## src/rtl/bin_to_ascii_seq.sv

```systemverilog
// bin_to_ascii_seq: sequential 8-bit binary to 3-char ASCII formatter.
// Double-dabble engine; decimal or hex with registered ASCII outputs.
module bin_to_ascii_seq #(
    parameter bit         BLANK_LZ = 1'b1,
    parameter logic [7:0] HEX_MARK = 8'h48
) (
    input  logic       clk,
    input  logic       reset,
    input  logic       start,
    input  logic [7:0] value,
    input  logic       hex_mode,
    output logic       ready,
    output logic       busy,
    output logic       done,
    output logic [7:0] ascii_hi,
    output logic [7:0] ascii_med,
    output logic [7:0] ascii_lo
);

    typedef enum logic [1:0] {
        S_IDLE   = 2'd0,
        S_SHIFT  = 2'd1,
        S_FORMAT = 2'd2,
        S_DONE   = 2'd3
    } state_t;

    localparam logic [7:0] CH_SP = 8'h20;
    localparam logic [7:0] CH_0  = 8'h30;
    localparam logic [7:0] CH_A  = 8'h41;

    state_t      r_state;
    state_t      w_state_nx;
    logic [19:0] r_work;
    logic [19:0] w_work_nx;
    logic [19:0] w_work_adj;
    logic [2:0]  r_cnt;
    logic [2:0]  w_cnt_nx;
    logic        r_hex;
    logic        w_hex_nx;
    logic [7:0]  r_hi;
    logic [7:0]  r_med;
    logic [7:0]  r_lo;
    logic [7:0]  w_hi_nx;
    logic [7:0]  w_med_nx;
    logic [7:0]  w_lo_nx;
    logic [7:0]  w_fmt_hi;
    logic [7:0]  w_fmt_med;
    logic [7:0]  w_fmt_lo;
    logic [3:0]  w_d2;
    logic [3:0]  w_d1;
    logic [3:0]  w_d0;

    function automatic logic [3:0] add3(input logic [3:0] n);
        return (n >= 4'd5) ? n + 4'd3 : n;
    endfunction

    function automatic logic [7:0] dec_char(input logic [3:0] n);
        return CH_0 + {4'h0, n};
    endfunction

    function automatic logic [7:0] hex_char(input logic [3:0] n);
        logic [7:0] w_ch;
        if (n < 4'd10) begin
            w_ch = CH_0 + {4'h0, n};
        end else begin
            w_ch = CH_A + {4'h0, n - 4'd10};
        end
        return w_ch;
    endfunction

    // BCD correction applied before each shift in decimal mode
    always_comb begin
        w_work_adj = {add3(r_work[19:16]),
                      add3(r_work[15:12]),
                      add3(r_work[11:8]),
                      r_work[7:0]};
    end

    assign w_d2 = r_work[19:16];
    assign w_d1 = r_work[15:12];
    assign w_d0 = r_work[11:8];

    always_comb begin
        w_fmt_hi  = CH_SP;
        w_fmt_med = CH_SP;
        w_fmt_lo  = CH_0;
        if (r_hex) begin
            w_fmt_hi  = HEX_MARK;
            w_fmt_med = hex_char(w_d1);
            w_fmt_lo  = hex_char(w_d0);
        end else begin
            w_fmt_hi  = dec_char(w_d2);
            w_fmt_med = dec_char(w_d1);
            w_fmt_lo  = dec_char(w_d0);
            // the ones digit always shows, so "  0" is the blanked zero
            if (BLANK_LZ && (w_d2 == 4'd0)) begin
                w_fmt_hi = CH_SP;
                if (w_d1 == 4'd0) begin
                    w_fmt_med = CH_SP;
                end
            end
        end
    end

    always_comb begin
        w_state_nx = r_state;
        w_work_nx  = r_work;
        w_cnt_nx   = r_cnt;
        w_hex_nx   = r_hex;
        w_hi_nx    = r_hi;
        w_med_nx   = r_med;
        w_lo_nx    = r_lo;
        unique case (r_state)
            S_IDLE: begin
                if (start) begin
                    w_work_nx  = {12'h000, value};
                    w_hex_nx   = hex_mode;
                    w_cnt_nx   = 3'd0;
                    w_state_nx = S_SHIFT;
                end
            end
            S_SHIFT: begin
                if (r_hex) begin
                    w_work_nx = {r_work[18:0], 1'b0};
                end else begin
                    w_work_nx = {w_work_adj[18:0], 1'b0};
                end
                w_cnt_nx = r_cnt + 3'd1;
                if (r_cnt == 3'd7) begin
                    w_state_nx = S_FORMAT;
                end
            end
            S_FORMAT: begin
                w_hi_nx    = w_fmt_hi;
                w_med_nx   = w_fmt_med;
                w_lo_nx    = w_fmt_lo;
                w_state_nx = S_DONE;
            end
            S_DONE: begin
                w_state_nx = S_IDLE;
            end
            default: begin
                w_state_nx = S_IDLE;
            end
        endcase
    end

    always_ff @(posedge clk or posedge reset) begin
        if (reset) begin
            r_state <= S_IDLE;
            r_work  <= 20'h00000;
            r_cnt   <= 3'd0;
            r_hex   <= 1'b0;
            r_hi    <= CH_SP;
            r_med   <= CH_SP;
            r_lo    <= CH_0;
        end else begin
            r_state <= w_state_nx;
            r_work  <= w_work_nx;
            r_cnt   <= w_cnt_nx;
            r_hex   <= w_hex_nx;
            r_hi    <= w_hi_nx;
            r_med   <= w_med_nx;
            r_lo    <= w_lo_nx;
        end
    end

    assign ready     = (r_state == S_IDLE);
    assign busy      = ~ready;
    assign done      = (r_state == S_DONE);
    assign ascii_hi  = r_hi;
    assign ascii_med = r_med;
    assign ascii_lo  = r_lo;

endmodule

```

## config.mk

```make
export PLATFORM = sky130hd
export DESIGN_NAME = bin_to_ascii_seq
export DESIGN_NICKNAME = d
export VERILOG_FILES = /design/src/rtl/bin_to_ascii_seq.sv
export SDC_FILE = /design/constraint.sdc
export NUM_CORES = 1
export LEC_CHECK = 0
export ABC_AREA = 1
export CAP_MARGIN = 10
export CORE_MARGIN = 2
export CORE_UTILIZATION = 47
export DETAILED_ROUTE_END_ITERATION = 8
export GPL_TIMING_DRIVEN = 0
export MAX_ROUTING_LAYER = met4
export PLACE_DENSITY = 0.78
export SYNTH_ARGS = -nofsm -noshare
export SYNTH_HDL_FRONTEND = slang
export SYNTH_SLANG_ARGS = --single-unit
```

## constraint.sdc

```tcl
create_clock -name clk -period 1.9 [get_ports clk]
set_clock_uncertainty 0.1 [all_clocks]
set_input_delay 0.475 -clock clk [delete_from_list [all_inputs] [get_ports clk]]
set_output_delay 0.475 -clock clk [all_outputs]
set_load 0.01 [all_outputs]
```

Word level (Yosys, flattened, before mapping)
Cells that the tools add are included.
{"block": "word_totals", "regBits": 50, "wordCells": 56, "out_inout_bits": 27, "input_bits": 12}
{"block": "classes", "bitwise_logic": 1, "n_addsub": 11, "eq_ne": 6, "magnitude_cmp": 5, "mux": 19, "n_reduce_logical": 7}
{"op": "two-way mux 20 bit", "n": 2}
{"op": "case mux 20 bit (2 select lines)", "n": 1}
{"op": "two-way mux 8 bit", "n": 4}
{"op": "two-way mux 7 bit", "n": 4}
{"op": "adder 6 x 4 -> 7 bit (first input constant)", "n": 3}
{"op": "adder 7 x 4 -> 8 bit (first input constant)", "n": 2}
{"op": "greater-or-equal comparator 4 x 3 -> 1 bit (second input constant)", "n": 3}
{"op": "adder 4 x 2 -> 4 bit (second input constant)", "n": 2}
{"op": "zero test 4 bit", "n": 2}
{"op": "less-than comparator 4 bit (second input constant)", "n": 2}
{"op": "two-way mux 4 bit", "n": 2}
{"op": "case mux 2 bit (4 select lines)", "n": 1}
{"op": "subtractor 4 bit (second input constant)", "n": 2}
{"op": "two-way mux 3 bit", "n": 2}
{"op": "case mux 3 bit (2 select lines)", "n": 1}
{"op": "AND reduction 2 bit", "n": 3}
{"op": "equality test 2 bit (second input constant)", "n": 2}
{"op": "two-way mux 2 bit", "n": 2}
{"op": "!= test 2 bit (second input constant)", "n": 2}
{"op": "adder 3 x 1 -> 3 bit (second input constant)", "n": 1}
{"op": "adder 3 x 2 -> 3 bit (second input constant)", "n": 1}
{"op": "equality test 3 bit (second input constant)", "n": 1}
{"op": "equality test 2 x 1 -> 1 bit (second input constant)", "n": 1}
{"op": "zero test 2 bit", "n": 1}
{"op": "2 further kinds", "n": 2}

Logic depth before layout (Yosys ltp)
Gate-level depths: netlist of the first run.
{"block": "depth", "depth_word": 4, "depth_mapped": 10, "depth_no_buf": 10}

Worst setup path after synthesis of the first run
Ideal clock, no wire load.
{"block": "synth_path", "kind": "register -> register", "from": "register r_state[0]", "to": "register r_work[19]", "t_required_ns": 1.670, "arrival_time_ns": 1.326, "setup_ns": 0.130, "stages_incl_launch_ff": 9, "path_slack_ns": 0.344, "path_buffers": 1, "cell_sequence": "dfrtp_1 inv_1 ha_1 nand2_1 nand2_1 inv_1 buf_2 o211ai_1 o21ai_0"}
{"block": "synth_via", "elab_chain_cells": 3}
{"item": "from (decl)", "line_no": "31", "source": "state_t r_state;"}
{"item": "from (signal assigned)", "line_no": "158", "source": "r_state <= w_state_nx;"}
{"item": "zero test 2 bit (*)"}
{"item": "named net ready", "line_no": "12", "source": "output logic ready,"}
{"item": "!= test 2 bit (no source line) or nonzero test 2 bit (tied branches)"}
{"item": "AND reduction 2 bit (no source line)"}
{"item": "to (signal assigned)", "line_no": "159", "source": "r_work <= w_work_nx;"}
{"item": "to (decl)", "line_no": "33", "source": "logic [19:0] r_work;"}
Mark *: on every way through the listed nets, which the timed path passes. The rest lies on a longest branch.
A chain may end at the register's enable or synchronous reset.

Final worst setup path of the first run
{"block": "layout_path", "from": "register r_state[0]", "to": "output port done"}
{"block": "layout_via", "elab_chain_cells": 1}
{"item": "equality test 2 bit", "line_no": "170", "source": "assign done = (r_state == S_DONE);"}
{"item": "to (decl)", "line_no": "14", "source": "output logic done,"}
Every way passes these cells.

==> out/qor.txt, run 1 <==
Yosys warns: 0
Die Ht: 77.89 µm
Die Area: 0.006067 mm²
#FFs+latches synth: 47
Layout cells sized above 1: 11.11%
Period minus WS final: 1.835 ns
Synth cell types: 27
Cell Chain, Critical Path: buf_4, ha_1, clkdlybuf4s15_1
Reg2reg start: r_state[0]$_DFFE_PP0P_
Crit end category: output pin
Clock buffer depth: 2
Seq/Total Area, Yosys: 46.03%
CP peak stage delay: 0.40 ns
Fraction of registers with async set/reset: 100.0%
DR vias: 2202
Sink Count: 47
EDFF count, synth: 0
Initial core utilization: 49.61%
Critical Path RT: 1.32 ns
Row Count: 26
Startpoint Class: flop
Setup TNS: 0 ns
Boundary Pins: 39
DP Area: 0.003032 mm²
Clock Pin Slew Worst Setup and Hold Paths: 0.09 ns
Pin count of the biggest net entering global routing: 31
Worst reg2reg path depth: 10
Leakage power: 1.593 nW
Final WL: 5.353 mm
Register area: 0.001181 mm²
First-pass GRT wire length: 9.384 mm
Clk_lat worst skew: 0.31 ns
Worst vdd ir: 1.061 mV
Min Hold Slack: 0.3643 ns
N_diodes: 0
Average cell area after synthesis: 8.019 µm²
Port Buffers: 35
H-Tree Depth: 2
DRT Pass-1 Iters: 4
CP Max Fanout: 2
HPWL after DPL: 3.942 mm
Fillcell total: 467
Hold Path Class: in2async
Number of global-route vias before repair: 2060
Area of the multi-input gates: 0.001210 mm²
Synthesized area: 0.002566 mm²
Final worst-path cycle share: 96.58%
Initial DRC count: 116
Ys flop type: dfrtp_1
Chip width: 77.89 µm
TritonCTS clock tree: yes
Initial antenna violation count: 0
Area Overhead vs Synth: 23.89%
RSZ-0062 raised after global routing: false
Post-Layout Inst Area: 0.003179 mm²
GRT overflow: 0
Routed len/inst: 12.19 µm
Status: finished, final reports clean
Max Clk Rate: 544.9 MHz
GPL Wtd Cong: 0.8458
Synth Instances: 320
Max Slew Vio Count: 0
DRC Markers: 0
Root Driver: clkbuf_8
Pwr Density: 1660 mW/mm²
Placeable Area: 0.005172 mm²
Critical Path AT: 1.26 ns
Nets: 401
Final hold vios: 0
R2R Path End: r_work[11]$_DFFE_PP0P_
Crit-path slowest cell: dfrtp_1
Max_cap viols: 0
Final setup fails: 0
R2R setup slack: 0.13 ns
Drt via density: 5.016
Num CTS Buffers: 5
Tot GR Track Use: 19.72%
Post-Route Utilization: 61.47%
Antenna-violating nets left: 0
CP Class: reg2out
synth_stat cells, types with 2 or more instances:
cell | number | area share [%]
dfrtp_1 | 43 | 42
o211ai_1 | 3 | 0.88
inv_1 | 31 | 4.5
inv_2 | 4 | 0.58
buf_4 | 5 | 1.5
ha_1 | 21 | 10
a22o_1 | 2 | 0.68
o21ai_0 | 25 | 4.9
o21a_1 | 2 | 0.58
dfstp_2 | 4 | 4.1
nand3_1 | 26 | 5.1
a21oi_1 | 9 | 1.8
nand2_1 | 100 | 15
buf_2 | 4 | 0.78
a31oi_1 | 7 | 1.7
nor2_1 | 23 | 3.4
final cells by class:
cell class                 count  area share, %
inverter                      35          4.211
buffer                        11          2.283
clock buffer                   5          2.165
sequential                    47          37.15
multi-input combinational    229          38.06
clock inverter                 3          1.495
tap                           70          2.755
timing repair buffer          39          11.89
state kept, by name (all words and copies together) (netlist names):
name	cells
ascii_lo	7
r_state	2
r_hex	1
ascii_hi	7
ascii_med	7
r_cnt	3
r_work	20
power by group:
group	total, mW	internal, mW	switching, mW
clock network	0.757	0.399	0.358
logic	2.73	1.14	1.59
registers	1.79	1.46	0.330
total	5.28	3.00	2.28
how the worst max path moves through the flow:
stage / startpoint / endpoint / slack [ns] / depth (start not counted)
floorplan: reset / ascii_hi[0]$_DFFE_PP0P_ / 0.22 / 1
detailed placement: r_state[0]$_DFFE_PP0P_ / ready / -0.04 / 3
finish: r_state[0]$_DFFE_PP0P_ / done / 0.06 / 3
global route: r_state[1]$_DFFE_PP0P_ / r_work[5]$_DFFE_PP0P_ / 0.01 / 8
CTS: r_state[0]$_DFFE_PP0P_ / ready / 0.005 / 4
global placement: reset / ascii_med[2]$_DFFE_PP0P_ / -0.66 / 2
metrics by stage:
step	power [mW]	setup slack [ns]	std cells
2_1_floorplan	3.512	0.2155	322
3_3_place_gp	4.368	-0.6636	427
3_5_place_dp	4.480	-0.03745	428
4_1_cts	5.278	0.005024	439
5_1_grt	5.780	0.01113	439
6_report	5.279	0.06493	439
cell usage in the layout (no fill, tap or decap), drive strengths merged, types with 2 or more instances in the layout:
master         netlist  routed
buf                  9      11
clkbuf               2      11
dfstp                4       4
nand3               26      26
a21oi               10      10
a22o                 2       2
nor2                23      23
ha                  21      21
dlygate4sd2          0       4
a31oi                7       7
clkdlybuf4s50        0      28
o211ai               3       3
o21a                 2       2
inv                 35      36
conb                 1       3
dfrtp               43      43
nand2              101     101
o21ai               26      26
critical path, delay by kind of cell (launching register included):
kind,cells,cell delay [ns]
fa+ha+maj,1,0.19
buf+inv,2,0.37
flops,1,0.40
kinds of logic (layout without fill, tap and decap cells):
group | count (synthesis) | after routing | synth area share (%)
buffers and inverters | 46 | 93 | 7.703
XOR/XNOR | 1 | 1 | 0.3414
other | 1 | 3 | 0.1461
adder cells (fa/ha/maj) | 21 | 21 | 10.24
AND/OR/NAND/NOR | 153 | 153 | 24.04
flip-flops | 47 | 47 | 46.03
AO/OA/AOI/OAI | 51 | 51 | 11.51
routing by layer:
layer | wire length [µm] | track usage, %
met5 | 0 | -
met3 | 252 | 3.837
met2 | 2477 | 30.09
met4 | 63 | 7.544
met1 | 2560 | 26.16
repair_timing:
| action | 4_1_cts | 5_1_grt |
|---|---|---|
| pin swaps | 1 | 0 |
| resized for setup | 13 | 10 |
| setup buffers | 3 | 0 |
| hold buffers | 0 | 0 |
| endpoints found under the setup margin | 7 | 7 |
| gates cloned | 0 | 0 |
Power figures use the tool's default switching activity.
==> run 2, diff against run 1 <==
- CTS_CLUSTER_SIZE: not set -> 16
- PLACE_DENSITY: 0.78 -> not set
- PLACE_DENSITY_LB_ADDON: not set -> 0.05
==> out/qor.txt, run 2 (synthesis results as in run 1) <==
DRT Pass-1 Iters: 4 (unchanged)
Tot GR Track Use: 20.11% (+0.39 points)
DP Area: 0.003032 mm² (unchanged)
Num CTS Buffers: 5 (unchanged)
HPWL after DPL: 3.831 mm (-2.8%)
GRT overflow: 0 (unchanged)
Crit end category: output pin
Setup WS pre-CTS: -0.02529 ns (+0.01217 ns)
Nets: 402 (+0.25%)
Status: finished, final reports clean
Chip width: 77.89 µm (unchanged)
Layout cells sized above 1: 10.00% (-1.1 points)
Initial DRC count: 70 (-40%)
Post-Route Utilization: 60.91% (-0.56 points)
Area Overhead vs Synth: 22.77%
Die Area: 0.006067 mm² (unchanged)
Routed len/inst: 12.15 µm (-0.40%)
Hold Path Class: in2async
First-pass GRT wire length: 9.570 mm (+2.0%)
Layout Cells excl Fill: 440 (+0.23%)
Boundary Pins: 39 (unchanged)
Max_cap viols: 0 (unchanged)
Final worst-path cycle share: 95.86% (-0.72 points)
Final hold vios: 0 (unchanged)
GPL Wtd Cong: 0.8637 (+2.1%)
CP peak stage delay: 0.42 ns (+0.02 ns)
Root Driver: clkbuf_8
Port Buffers: 35 (unchanged)
Startpoint Class: flop
Setup slack after layout: 0.07860 ns (+0.01367 ns)
Number of global-route vias before repair: 2049 (-0.53%)
Crit-path slowest cell: dfrtp_1
Antenna-violating nets left: 0 (unchanged)
Period minus WS final: 1.821 ns (-0.01367 ns)
DR vias: 2177 (-1.1%)
Die Ht: 77.89 µm (unchanged)
Sink Count: 47 (unchanged)
N_diodes: 0 (unchanged)
Drt via density: 4.948 (-1.4%)
Placeable Area: 0.005172 mm² (unchanged)
Max Clk Rate: 549.0 MHz (+0.75%)
Most frequent cells in the layout: nand2_1 (100), dfrtp_1 (43), inv_1 (28), clkdlybuf4s50_1 (28), nand3_1 (26)
Reg with most FFs: r_work
TritonCTS clock tree: yes
Clock Pin Slew Worst Setup and Hold Paths: 0.09 ns (about the same)
Initial core utilization: 49.61% (unchanged)
Final WL: 5.344 mm (-0.17%)
CTS Hold Buffers Added: 0 (unchanged)
Clock buffer depth: 2 (unchanged)
Leakage power: 1.582 nW (-0.63%)
Final setup fails: 0 (unchanged)
Max Slew Vio Count: 0 (unchanged)
Commonest non-fill, non-tap cell in the layout: nand2_1
Cell Chain, Critical Path: inv_2, ha_4, dlygate4sd2_1
Worst vdd ir: 0.9524 mV (-10%)
RSZ-0062 raised after global routing: false
Largest register FFs: 20 (unchanged)
H-Tree Depth: 2 (unchanged)
Clk_lat worst skew: 0.30 ns (about the same)
Critical Path RT: 1.32 ns (about the same)
Row Count: 26 (unchanged)
Initial antenna violation count: 0 (unchanged)
R2R setup slack: 0.15 ns (+0.02 ns)
Post-Layout Inst Area: 0.003151 mm² (-0.91%)
Pwr Density: 1614 mW/mm² (-2.8%)
DRC Markers: 0 (unchanged)
CP Max Fanout: 4 (+2)
CP Class: reg2out
Pin count of the biggest net entering global routing: 44 (+42%)
Critical Path AT: 1.25 ns (about the same)
Cell total after placement: 428 (unchanged)
run 2: cell type report:
type	instances	area, µm²
buffer	11	67.56
clock buffer	8	80.08
fill	469	2022
inverter	35	131.4
multi-input combinational	229	1210
sequential	47	1181
tap	70	87.58
timing repair buffer	40	392.9
run 2: stage by stage:
stage	setup TNS (ns)	power, mW	hold WS [ns]
after global placement	-33.05	4.403	0.3584
final	0	5.084	0.2604
after detailed placement	-0.04474	4.482	0.3579
after floorplan	0	3.512	0.3417
after CTS	0	5.069	0.2521
after global routing	0	5.633	0.2567
run 2: worst paths after layout:
path                                               from  cells past startpoint                       to
worst max register to register   r_state[1]$_DFFE_PP0P_                      7    r_work[1]$_DFFE_PP0P_
worst min register to register  ascii_lo[5]$_DFFE_PP1P_                      2  ascii_lo[5]$_DFFE_PP1P_
min in group clk                ascii_lo[5]$_DFFE_PP1P_                      2  ascii_lo[5]$_DFFE_PP1P_
worst min-delay path                              reset                      2    r_work[1]$_DFFE_PP0P_
worst max-delay path             r_state[0]$_DFFE_PP0P_                      3                    ready
max in group asynchronous                         reset                      3  ascii_lo[4]$_DFFE_PP1P_
run 2: power breakdown:
part / internal (mW) / switching (mW)
registers: 1.46 / 0.324
clock network: 0.262 / 0.320
logic: 1.15 / 1.57
total: 2.87 / 2.22
run 2: what timing repair did:
action,in CTS,in global routing
hold endpoints to repair,0,0
setup buffers,1,3
pin swaps,0,1
gates resized for setup,11,4
gates cloned,0,0
endpoints found under the setup margin,7,7
run 2: layer usage:
layer / global-route usage, % / up-vias / wire, µm / share of wire, %
li1: - / 1122 / - / -
met1: 26.18 / 992 / 2601 / 49
met2: 32.07 / 53 / 2424 / 45
met3: 3.837 / 10 / 248 / 4.6
met4: 6.140 / 0 / 70 / 1.3
met5: - / - / 0 / 0
run 2: critical path: cells and delay by family, from the launching register on:
family / cells / cell delay (ns)
adder cells (fa/ha/maj): 1 / 0.15
buffers and inverters: 2 / 0.37
flip-flops: 1 / 0.42
==> edit 1: new RTL, settings of run 1 <==
Set the parameter `BLANK_LZ` to 1'b0 (it was 1'b1).
--- a/src/rtl/bin_to_ascii_seq.sv
+++ b/src/rtl/bin_to_ascii_seq.sv
@@ -2,5 +2,5 @@
 // Double-dabble engine; decimal or hex with registered ASCII outputs.
 module bin_to_ascii_seq #(
-    parameter bit         BLANK_LZ = 1'b1,
+    parameter bit         BLANK_LZ = 1'b0,
     parameter logic [7:0] HEX_MARK = 8'h48
 ) (
Behaviour: same outputs for any inputs over 10 cycles, from zero or initial values and one cycle with reset high; that may be too few to reach the edited logic, so the function may still have changed.
==> edit 1 against run 1 <==
- clock power decreased by 14%
- worst hold slack got worse by 3.0 ps
- sequential share of layout area increased by 0.75 points
- design area decreased by 2.0%
- sequential cell count unchanged
- register-to-register slack improved by 40 ps
- synthesized area decreased by 1.9%
- wire length decreased by 0.11%
- highest routed layer unchanged
- critical path type unchanged
- combinational power decreased by 5%
- power decreased by 4.7%
- worst setup slack improved by 8.3 ps
- largest cell class is now registers
- count of clock-buffer cells in the layout increased by 1
- largest power group unchanged
==> edit 1: results (changes against run 1) <==
outcome complete, no violations (unchanged); worst skew pair latency 300 ps; CTS buffer count 5 (unchanged); HP Class in2async (unchanged); diode count 0 (unchanged); Root Buffer clkbuf_8 (unchanged); Critical Path Fanout Max 5 (was 2); maximum root-to-sink buffer count 2 (unchanged); library cells used by synthesis 25 (was 27); dominant cells by area after synthesis dfrtp_1, nand2_1, ha_1 (unchanged); Leak 1.53 nW (was 1.59 nW); Iter 0 DRT Violations 194 (was 116); Final nets 388 (was 401); Synth async-reset ratio 1.00 (unchanged); top cells by count, synth nand2_1, dfrtp_1, inv_1 (unchanged); first-pass GRT wire length 9.59 mm (was 9.38 mm); share of layout cells above drive strength 1 0.101 (was 0.111); total grt overflow 0 (unchanged); port buffer count 35 (unchanged); Tot GR Track Use 0.207 (was 0.197); Top FF cell, synth dfrtp_1 (unchanged); Reg clk slew, reported paths 90 ps (about the same); HPWL Detailed 3.85 mm (was 3.94 mm); Seq/Total Area, Yosys 0.469 (was 0.460); Slowest cell on crit path dfrtp_1 (unchanged); largest net degree at the start of global routing 33 (was 31); hold buffers post-CTS 0 (unchanged); routability congestion estimate 0.861 (was 0.846); fill count 485 (was 467); First-pass DRT Iterations 4 (unchanged); Biggest register r_work (unchanged); CTS H-tree lvls 2 (unchanged); initial antenna violation count 0 (unchanged); max incr delay on CP 400 ps (about the same); Syn. warnings 0 (unchanged); drt wl/cell 12.6 µm (was 12.2 µm); Worst EP arrival 1250 ps; Yosys top cell area share 0.427 (was 0.419); worst vdd ir 880 µV (was 1060 µV); vias in the first global route 2,109 (was 2,060); vias after detailed routing 2,160 (was 2,202); max reg flops 20 (unchanged)
[edit 1: worst max-delay path, delay by kind of cell (launching register included)]
kind                       cells  cell delay [ps]
buffers and inverters          2              390
DFF                            1              400
adders and majority gates      1              170
[edit 1: layout make-up]
class | count | area (µm²) | share of cell area
Sequential cell | 47 | 1180 | 0.379
Multi-Input combinational cell | 218 | 1170 | 0.375
Timing Repair Buffer | 39 | 387 | 0.124
Inverter | 34 | 131 | 0.0422
Tap cell | 70 | 87.6 | 0.0281
Clock buffer | 6 | 82.6 | 0.0265
Buffer | 10 | 63.8 | 0.0205
Clock inverter | 2 | 16.3 | 0.00522
[edit 1: layer usage]
layer / global-route usage / part of all wire
met1: 0.269 / 0.46
met2: 0.330 / 0.48
met3: 0.0353 / 0.049
met4: 0.0643 / 0.011
met5: - / 0
[edit 1: timing repair]
item,4_1_cts,5_1_grt
pin swaps,0,1
gates resized for setup,11,4
buffers inserted,2,1
endpoints found under the setup margin,7,5
[edit 1: power breakdown]
group	total, mW	leakage (nW)	internal, mW	switching, mW
Clock	0.648	0.0474	0.297	0.350
Sequential	1.78	0.580	1.45	0.331
Combinational	2.60	0.900	1.10	1.50
Total	5.03	1.53	2.84	2.18
[edit 1: path summary, 6_finish.rpt]
| kind | from | to | slack [ps] | depth (start not counted) |
|---|---|---|---|---|
| hold / removal | reset | r_work[3]$_DFFE_PP0P_ | 360 | 2 |
| setup reg to reg | r_state[0]$_DFFE_PP0P_ | r_work[11]$_DFFE_PP0P_ | 170 | 8 |
| max in group asynchronous | reset | ascii_lo[4]$_DFFE_PP1P_ | 790 | 3 |
| hold reg to reg | ascii_hi[5]$_DFFE_PP1P_ | ascii_hi[5]$_DFFE_PP1P_ | 370 | 2 |
| min in group clk | ascii_hi[5]$_DFFE_PP1P_ | ascii_hi[5]$_DFFE_PP1P_ | 370 | 2 |
| setup / recovery | r_state[1]$_DFFE_PP0P_ | ready | 70 | 3 |
[edit 1: cells by family (layout without fill, tap and decap cells)]
family,count (synthesis),after routing,synth area share
other,1,3,0.00149
buffers and inverters,44,91,0.0760
XOR/XNOR,1,1,0.00348
AND/OR/NAND/NOR,136,136,0.216
AO/OA/AOI/OAI,57,57,0.130
adder cells (fa/ha/maj),21,21,0.104
flip-flops,47,47,0.469
[edit 1: stage by stage]
step | std cells | hold WS [ps] | instance area [µm²] | worst slack [ps]
floorplan | 309 | 342 | 2520 | 216
global placement | 414 | 357 | 2960 | -744
detailed placement | 415 | 355 | 2980 | -80.5
CTS | 425 | 365 | 3100 | 17.4
global route | 426 | 381 | 3120 | 5.78
finish | 426 | 361 | 3120 | 73.2
==> edit 2: new RTL, flow settings as in run 1 <==
Made on the original files. Encoding of `state_t`: now Gray code (2 bits for 4 states).
--- a/src/rtl/bin_to_ascii_seq.sv
+++ b/src/rtl/bin_to_ascii_seq.sv
@@ -19,8 +19,8 @@
 
     typedef enum logic [1:0] {
-        S_IDLE   = 2'd0,
-        S_SHIFT  = 2'd1,
-        S_FORMAT = 2'd2,
-        S_DONE   = 2'd3
+        S_IDLE   = 2'b00,
+        S_SHIFT  = 2'b01,
+        S_FORMAT = 2'b11,
+        S_DONE   = 2'b10
     } state_t;
 
Check against the original RTL: same outputs for any inputs over 10 cycles, from zero or initial values and one cycle with reset high; not proved beyond that.
==> edit 2 against run 1 <==
- global-route usage increased by 0.11 points
- sequential share of layout area increased by 1.5 points
- worst setup slack better by 57 ps
- design area fell by 3.9%
- final cell count fell by 3.4%
- synthesized area fell by 3.3%
- power shrank 4.2%
- count of clock-buffer cells in the layout rose by 2
- first-iteration DRC count grew 12%
- core utilization down 1.6 points
- sequential cell count did not move
- wire length decreased by 2.9%
- die area shrank 3.1%
- non-clock buffer count fell by 1
- critical endpoint is now ascii_med[1]
==> edit 2: results (changes against run 1) <==
outcome complete, no violations (unchanged); dpl cells 413 (was 428); worst vdd ir 742 µV (was 1060 µV); Final nets 381 (was 401); maximum root-to-sink buffer count 2 (unchanged); Root Buffer clkbuf_8 (unchanged); fill count 481 (was 467); vias after detailed routing 2,128 (was 2,202); Biggest register r_work (unchanged); R2R setup slack 210 ps (was 130 ps); share of layout cells above drive strength 1 0.0989 (was 0.111); Iter 0 DRT Violations 130 (was 116); family with the most delay on the worst path buffers and inverters (was flip-flops); top cells by count, synth nand2_1, dfrtp_1, nor2_1 (was nand2_1, dfrtp_1, inv_1); DRT Wirelength 5.20 mm (was 5.35 mm); library cells used by synthesis 28 (was 27); Seq/Total Area, Yosys 0.476 (was 0.460); vias in the first global route 1,932 (was 2,060); Mean Syn Cell Area 8.13 µm² (was 8.02 µm²); max incr delay on CP 540 ps (was 400 ps); dominant cells by area after synthesis dfrtp_1, nand2_1, ha_1 (unchanged); worst skew pair latency 300 ps; Leak 1.52 nW (was 1.59 nW); first-pass GRT wire length 9.15 mm (was 9.38 mm); Tot GR Track Use 0.198 (was 0.197); HPWL Detailed 3.81 mm (was 3.94 mm); routability congestion estimate 0.883 (was 0.846); Worst EP arrival 1200 ps (was 1260 ps); drt wl/cell 12.3 µm (was 12.2 µm); largest net degree at the start of global routing 37 (was 31)
==> edit 2: final cells by class <==
class | count | area share
repair buffers | 39 | 0.126
flip-flops and latches | 47 | 0.387
multi-input cells | 219 | 0.370
well taps | 70 | 0.0287
plain buffers | 10 | 0.0196
clock buffers | 7 | 0.0282
clock inverters | 1 | 0.00287
inverters | 31 | 0.0381
==> edit 2: repair_timing <==
item                       4_1_cts  5_1_grt
setup endpoints to repair        7        0
gates resized for setup          8        0
setup buffers                    3        0
hold buffers                     0        0
==> edit 2: path summary, 6_finish.rpt <==
kind                       cells past startpoint                      from                  endpoint
min                                            2                     reset    r_work[18]$_DFFE_PP0P_
max reg2reg                                    7    r_state[0]$_DFFE_PP0P_   ascii_lo[4]$_DFFE_PP1P_
min in group clk                               2  ascii_med[5]$_DFFE_PP1P_  ascii_med[5]$_DFFE_PP1P_
min reg2reg                                    2  ascii_med[5]$_DFFE_PP1P_  ascii_med[5]$_DFFE_PP1P_
max                                            1  ascii_med[1]$_DFFE_PP0P_              ascii_med[1]
max in group asynchronous                      3                     reset  ascii_med[5]$_DFFE_PP1P_
==> edit 2: metal layers <==
metal | GRT usage | part of all wire
met1 | 0.279 | 0.49
met2 | 0.294 | 0.44
met3 | 0.0400 | 0.058
met4 | 0.0582 | 0.0087
met5 | - | 0
==> edit 2: logic make-up after synthesis <==
group	count (synthesis)	synth area share
XOR/XNOR	2	0.00706
other	1	0.00151
buffers and inverters	41	0.0711
AO/OA/AOI/OAI	54	0.122
flip-flops	47	0.476
AND/OR/NAND/NOR	144	0.242
adder cells (fa/ha/maj)	16	0.0807
==> edit 2: where the power goes <==
| group | switching [mW] | internal, mW | total (mW) | leakage, nW |
|---|---|---|---|---|
| Clock | 0.327 | 0.298 | 0.625 | 0.0484 |
| Sequential | 0.336 | 1.49 | 1.83 | 0.571 |
| Combinational | 1.49 | 1.11 | 2.60 | 0.899 |
==> edit 2: per-stage QoR <==
step	setup WS (ps)	hold slack, ps	setup TNS (ps)	instance area, µm²
floorplan	216	349	0	2490
global placement	-707	356	-31540	2930
detailed placement	161	355	0	2950
CTS	111	324	0	3060
global route	63.3	357	0	3060
finish	121	326	0	3060
